$ cat src/rtl/stack_arbiter.sv
// Two-client req/ack arbiter and sequencer for a shared push/pop stack.
// Define STACK_ARB_FIXED_PRIO_EN for fixed priority (client 0 wins).
module stack_arbiter #(
  parameter int WIDTH = 8,
  parameter int DEPTH = 16,
  parameter int CNT_W = 5
) (
  input  logic             clk,
  input  logic             reset,
  input  logic             req0,
  input  logic             op0,
  input  logic [WIDTH-1:0] din0,
  output logic             ack0,
  output logic             err0,
  output logic [WIDTH-1:0] dout0,
  input  logic             req1,
  input  logic             op1,
  input  logic [WIDTH-1:0] din1,
  output logic             ack1,
  output logic             err1,
  output logic [WIDTH-1:0] dout1,
  output logic             stk_push,
  output logic             stk_pop,
  output logic [WIDTH-1:0] stk_din,
  input  logic [WIDTH-1:0] stk_dout,
  output logic [CNT_W-1:0] count,
  output logic             full,
  output logic             empty
);

  typedef enum logic [1:0] {
    IDLE, ISSUE, WAIT, ACK
  } state_e;

  localparam logic [CNT_W-1:0] DEPTH_C = CNT_W'(DEPTH);
  localparam logic [CNT_W-1:0] ONE_C   = CNT_W'(1);

  state_e           state_q;
  logic             gnt_q;
  logic             op_q;
  logic             ack0_q, ack1_q;
  logic             err0_q, err1_q;
  logic [WIDTH-1:0] dout0_q, dout1_q;
  logic             push_q, pop_q;
  logic [WIDTH-1:0] sdin_q;
  logic [CNT_W-1:0] cnt_q;
  logic             full_q, empty_q;
`ifndef STACK_ARB_FIXED_PRIO_EN
  logic             last_q;
`endif

  logic             any_d;
  logic             gnt_d;
  logic             op_d;
  logic [WIDTH-1:0] din_d;
  logic             legal_d;

  // Pick the winner among pending requests and judge its legality.
  always_comb begin
    any_d = req0 | req1;
`ifdef STACK_ARB_FIXED_PRIO_EN
    gnt_d = ~req0;
`else
    gnt_d = (req0 & req1) ? ~last_q : req1;
`endif
    op_d    = gnt_d ? op1 : op0;
    din_d   = gnt_d ? din1 : din0;
    legal_d = op_d ? (cnt_q < DEPTH_C) : (cnt_q != '0);
  end

  // Transaction FSM; every output is a register written here.
  always_ff @(posedge clk or negedge reset) begin
    if (!reset) begin
      state_q <= IDLE;
      gnt_q   <= 1'b0;
      op_q    <= 1'b0;
      ack0_q  <= 1'b0;
      ack1_q  <= 1'b0;
      err0_q  <= 1'b0;
      err1_q  <= 1'b0;
      dout0_q <= '0;
      dout1_q <= '0;
      push_q  <= 1'b0;
      pop_q   <= 1'b0;
      sdin_q  <= '0;
      cnt_q   <= '0;
      full_q  <= 1'b0;
      empty_q <= 1'b1;
`ifndef STACK_ARB_FIXED_PRIO_EN
      last_q  <= 1'b1;
`endif
    end else begin
      unique case (state_q)
        IDLE: begin
          if (any_d) begin
            gnt_q <= gnt_d;
            op_q  <= op_d;
`ifndef STACK_ARB_FIXED_PRIO_EN
            last_q <= gnt_d;
`endif
            if (legal_d) begin
              sdin_q  <= din_d;
              push_q  <= op_d;
              pop_q   <= ~op_d;
              state_q <= ISSUE;
            end else begin
              ack0_q  <= ~gnt_d;
              ack1_q  <= gnt_d;
              err0_q  <= ~gnt_d;
              err1_q  <= gnt_d;
              state_q <= ACK;
            end
          end
        end
        ISSUE: begin
          push_q <= 1'b0;
          pop_q  <= 1'b0;
          if (op_q) begin
            cnt_q   <= cnt_q + ONE_C;
            full_q  <= (cnt_q + ONE_C) == DEPTH_C;
            empty_q <= 1'b0;
            ack0_q  <= ~gnt_q;
            ack1_q  <= gnt_q;
            state_q <= ACK;
          end else begin
            cnt_q   <= cnt_q - ONE_C;
            full_q  <= 1'b0;
            empty_q <= cnt_q == ONE_C;
            state_q <= WAIT;
          end
        end
        WAIT: begin
          if (gnt_q) dout1_q <= stk_dout;
          else       dout0_q <= stk_dout;
          ack0_q  <= ~gnt_q;
          ack1_q  <= gnt_q;
          state_q <= ACK;
        end
        ACK: begin
          ack0_q  <= 1'b0;
          ack1_q  <= 1'b0;
          err0_q  <= 1'b0;
          err1_q  <= 1'b0;
          state_q <= IDLE;
        end
        default: state_q <= IDLE;
      endcase
    end
  end

  assign ack0     = ack0_q;
  assign ack1     = ack1_q;
  assign err0     = err0_q;
  assign err1     = err1_q;
  assign dout0    = dout0_q;
  assign dout1    = dout1_q;
  assign stk_push = push_q;
  assign stk_pop  = pop_q;
  assign stk_din  = sdin_q;
  assign count    = cnt_q;
  assign full     = full_q;
  assign empty    = empty_q;

endmodule

$ cat config.mk
export PLATFORM = sky130hd
export DESIGN_NAME = stack_arbiter
export DESIGN_NICKNAME = d
export VERILOG_FILES = /design/src/rtl/stack_arbiter.sv
export SDC_FILE = /design/constraint.sdc
export NUM_CORES = 1
export LEC_CHECK = 0
export ABC_CLOCK_PERIOD_IN_PS = 2850
export CORE_MARGIN = 2
export CORE_UTILIZATION = 50
export CTS_CLUSTER_DIAMETER = 200
export DETAILED_ROUTE_END_ITERATION = 10
export PLACE_DENSITY = 0.95
export SLEW_MARGIN = 0
export SYNTH_ARGS = -nofsm -noshare
export SYNTH_HDL_FRONTEND = slang
export SYNTH_SLANG_ARGS = --single-unit
$ cat constraint.sdc
create_clock -name clk -period 2.85 [get_ports clk]
set_input_delay 0.57 -clock clk [delete_from_list [all_inputs] [get_ports clk]]
set_output_delay 0.57 -clock clk [all_outputs]
set_load 0.02 [all_outputs]
==> results.md <==
- Routed WL per cell: between 15 and 20 um
- Dpl cell area: 0.002809 mm^2
- # diodes: 0
- Post-Synth Adder-Cell Area: 0.05383
- Die ar.: ~0.0047 mm^2
- Hold crit path type: primary input to async pin
- Max IR drop VDD: roughly 630 uV
- Period minus WS final: 2187 ps
- Slew @ Worst Pin: ~900 ps
- # clock sinks: between 40 and 50
- Layout cell share with drive strength beyond 1: 0.1506
- Post-CTS setup buffer count: 0
- FF/Latch Area: about 0.0011 mm^2
- Worst setup EP type: flip-flop
- Critical Path RT: 3040 ps
- Yosys reg bits: 42
- CTS clock-pin slew for the worst setup and hold paths: 90 ps
- Synth-to-Final Area Change: 38.40%
- Routed WL: 4.825 mm
- Setup CP Type: primary input to flip-flop
- Area of the multi-input gates: 969.7 um^2
- Vias per cell: 5.398
- DP Cell Count: 301
- Clock Latency Late Sink: approximately 300 ps
- CTS root buffer: clkbuf_8
- Final hold vios: 0
- Via count: 1,668
- Die width: ~70 um
- Simple-gate area share of the yosys netlist: 0.09809
- Worst setup SP type: primary input
- Post-route cell area: 0.002895 mm^2
- Clk_skew: 12.86 ps
- CTS Buf Count: 5
- Synth area leaders: dfrtp_1, mux2_2, ha_1
- Initial antenna violation count: 0
- IO buf count: 66
- Worst-case clock buffer depth: 2
- Chip Height: 68.69 um
- Distinct cells, synth: 36
- Routability Congestion: 0.7910
- Post-Syn Area: 0.002092 mm^2
- Reg-to-reg startpoint: count[1]
- Ys Warns: 0
- Power Total: 3411 uW
- Max-cap violations: 0
- PostCTS Resize Cnt: 0
- CTS tree: yes
- WHS: 400.1 ps
- Setup TNS: 0 ps
- Overflow after GRT: 0
- Critical Path Start: req1
- Post-DP HPWL: roughly 3.5 mm
- Cell leakage power: 0.001216 uW
- Crit Path Max Fanout: 5
- Drt first pass iters: 4
- I/O pins: 67
- Largest net degree at the start of global routing: 43
- CP Data Arrival Time: 2380 ps
- Hold buffer count at cts: 0
- Area share of the largest cell type after synthesis: 0.4785
- RSZ-0062 raised after global routing: false
- Fin. max-slew vios: 0
- Final setup violation count: 0
- Max Clk Rate: 457.3 MHz
- Largest family of logic cells by synthesized area: multiplexers
- Mux cell area share after synthesis: 0.1513
- First-pass GRT wire length: 7.569 mm
- Yosys top cell by area: dfrtp_1
- Core box area: about 0.004 mm^2
- Final Non-Filler Cells: just over 300
- Synth Area in XOR/XNOR: 0.02512
- Status: complete, no violations
- Post-Syn Instances: 189
- Post-synthesis compound-gate area fraction: 0.1352
- Initial Util: 0.5230
- Max-slew headroom: 0.3975
- H-tree depth: 2
- Gr usage total: 0.2237
- Layout fillers: about 270
- Final net count: 297
- Period utilization: 0.7673
- ANT nets after route: 0
- DRC Markers: 0
- Seq/Total Area, Yosys: 0.5036
- Std cell rows: 23
- Mapped Avg Cell Area: 11.07 um^2
- Syn_nets: 228
- Initial DRC Count: 66
- Pwr/cell area: 1178 mW/mm^2
- Vias in the first global route: ~1,600
-- where the power goes --
group / switching (uW) / internal, uW
Sequential: 264 / 894
Combinational: 946 / 924
Clock: 209 / 173
Total: 1420 / 1990
-- Yosys cell counts, drive strengths merged --
cell / n
a21boi: 1
o31ai: 1
or4: 1
o22a: 1
mux2: 18
nand2: 16
dfstp: 2
nand4: 4
nor2b: 2
o21ai: 10
nor3: 1
xor2: 4
o21bai: 2
nand3: 1
o2bb2ai: 2
mux2i: 11
a21o: 1
o221ai: 2
a21oi: 17
clkbuf: 6
inv: 8
or2: 1
buf: 3
dfrtp: 40
nor4b: 1
xnor2: 2
nor2: 16
a31oi: 3
a211oi: 1
ha: 9
o22ai: 2
-- cell type report --
type / instances / share of cell area
clock buffers: 6 / 0.02506
multi-input cells: 130 / 0.3349
well taps: 50 / 0.02161
repair buffers: 71 / 0.2394
flip-flops and latches: 42 / 0.3639
inverters: 8 / 0.01037
clock inverters: 2 / 0.004754
-- logic make-up after synthesis --
kind of cell / count (synthesis)
AND/OR/NAND/NOR: 43
AO/OA/AOI/OAI: 43
buffers and inverters: 17
XOR/XNOR: 6
adder cells (fa/ha/maj): 9
flip-flops: 42
multiplexers: 29
-- stage by stage --
stage / util / setup WS, ps
global placement: 0.7022 / 436.4
detailed placement: 0.7022 / 371.5
global route: 0.7238 / 582.9
floorplan: - / 849.0
CTS: 0.7238 / 681.8
finish: 0.7238 / 663.2
-- flip-flops by register name, indices dropped and copies added, names as in the netlist --
| signal | cells |
|---|---|
| full | 1 |
| stk_din | 8 |
| empty | 1 |
| stk_pop | 1 |
| stk_push | 1 |
| err1 | 1 |
| ack1 | 1 |
| ack0 | 1 |
| err0 | 1 |
| dout1 | 8 |
| last_q | 1 |
| count | 5 |
| state_q | 2 |
| gnt_q | 1 |
| dout0 | 8 |
| op_q | 1 |
-- final timing paths --
path	endpoint	slack (ps)	cells past startpoint
max	ack0	660	6
min	count[0]	400	1
max reg2reg	ack0	730	6
min reg2reg	empty	480	2
max in group asynchronous	stk_din[2]	1890	1
min in group clk	empty	480	2
-- routing by layer --
metal / vias up / track usage / wire, um
met5: - / 0 / 0
met4: 0 / 0.07750 / 69
met3: 5 / 0.06331 / 354
met2: 59 / 0.3714 / 2489
met1: 806 / 0.2791 / 1911
li1: 798 / - / -
-- critical path: stages --
cell and delay, ps:
clkdlybuf4s50_1 520, a21boi_4 250, mux2i_2 290, a21oi_2 130, a21oi_1 250, mux2_2 360
-- placed cells by master, fill, tap and decap left out, types with 2 or more instances in the layout --
cell,instances
nor2_1,16
mux2i_1,10
o22ai_1,2
nand2_1,16
o21ai_0,9
dfrtp_1,40
o21bai_1,2
o221ai_1,2
inv_1,8
a21oi_1,16
xnor2_1,2
mux2_2,18
clkdlybuf4s50_1,65
xor2_1,4
nor2b_1,2
o2bb2ai_1,2
a31oi_1,3
clkbuf_8,5
buf_4,5
ha_1,9
nand4_1,4
dfstp_2,2
(Power assumes the default switching activity.)
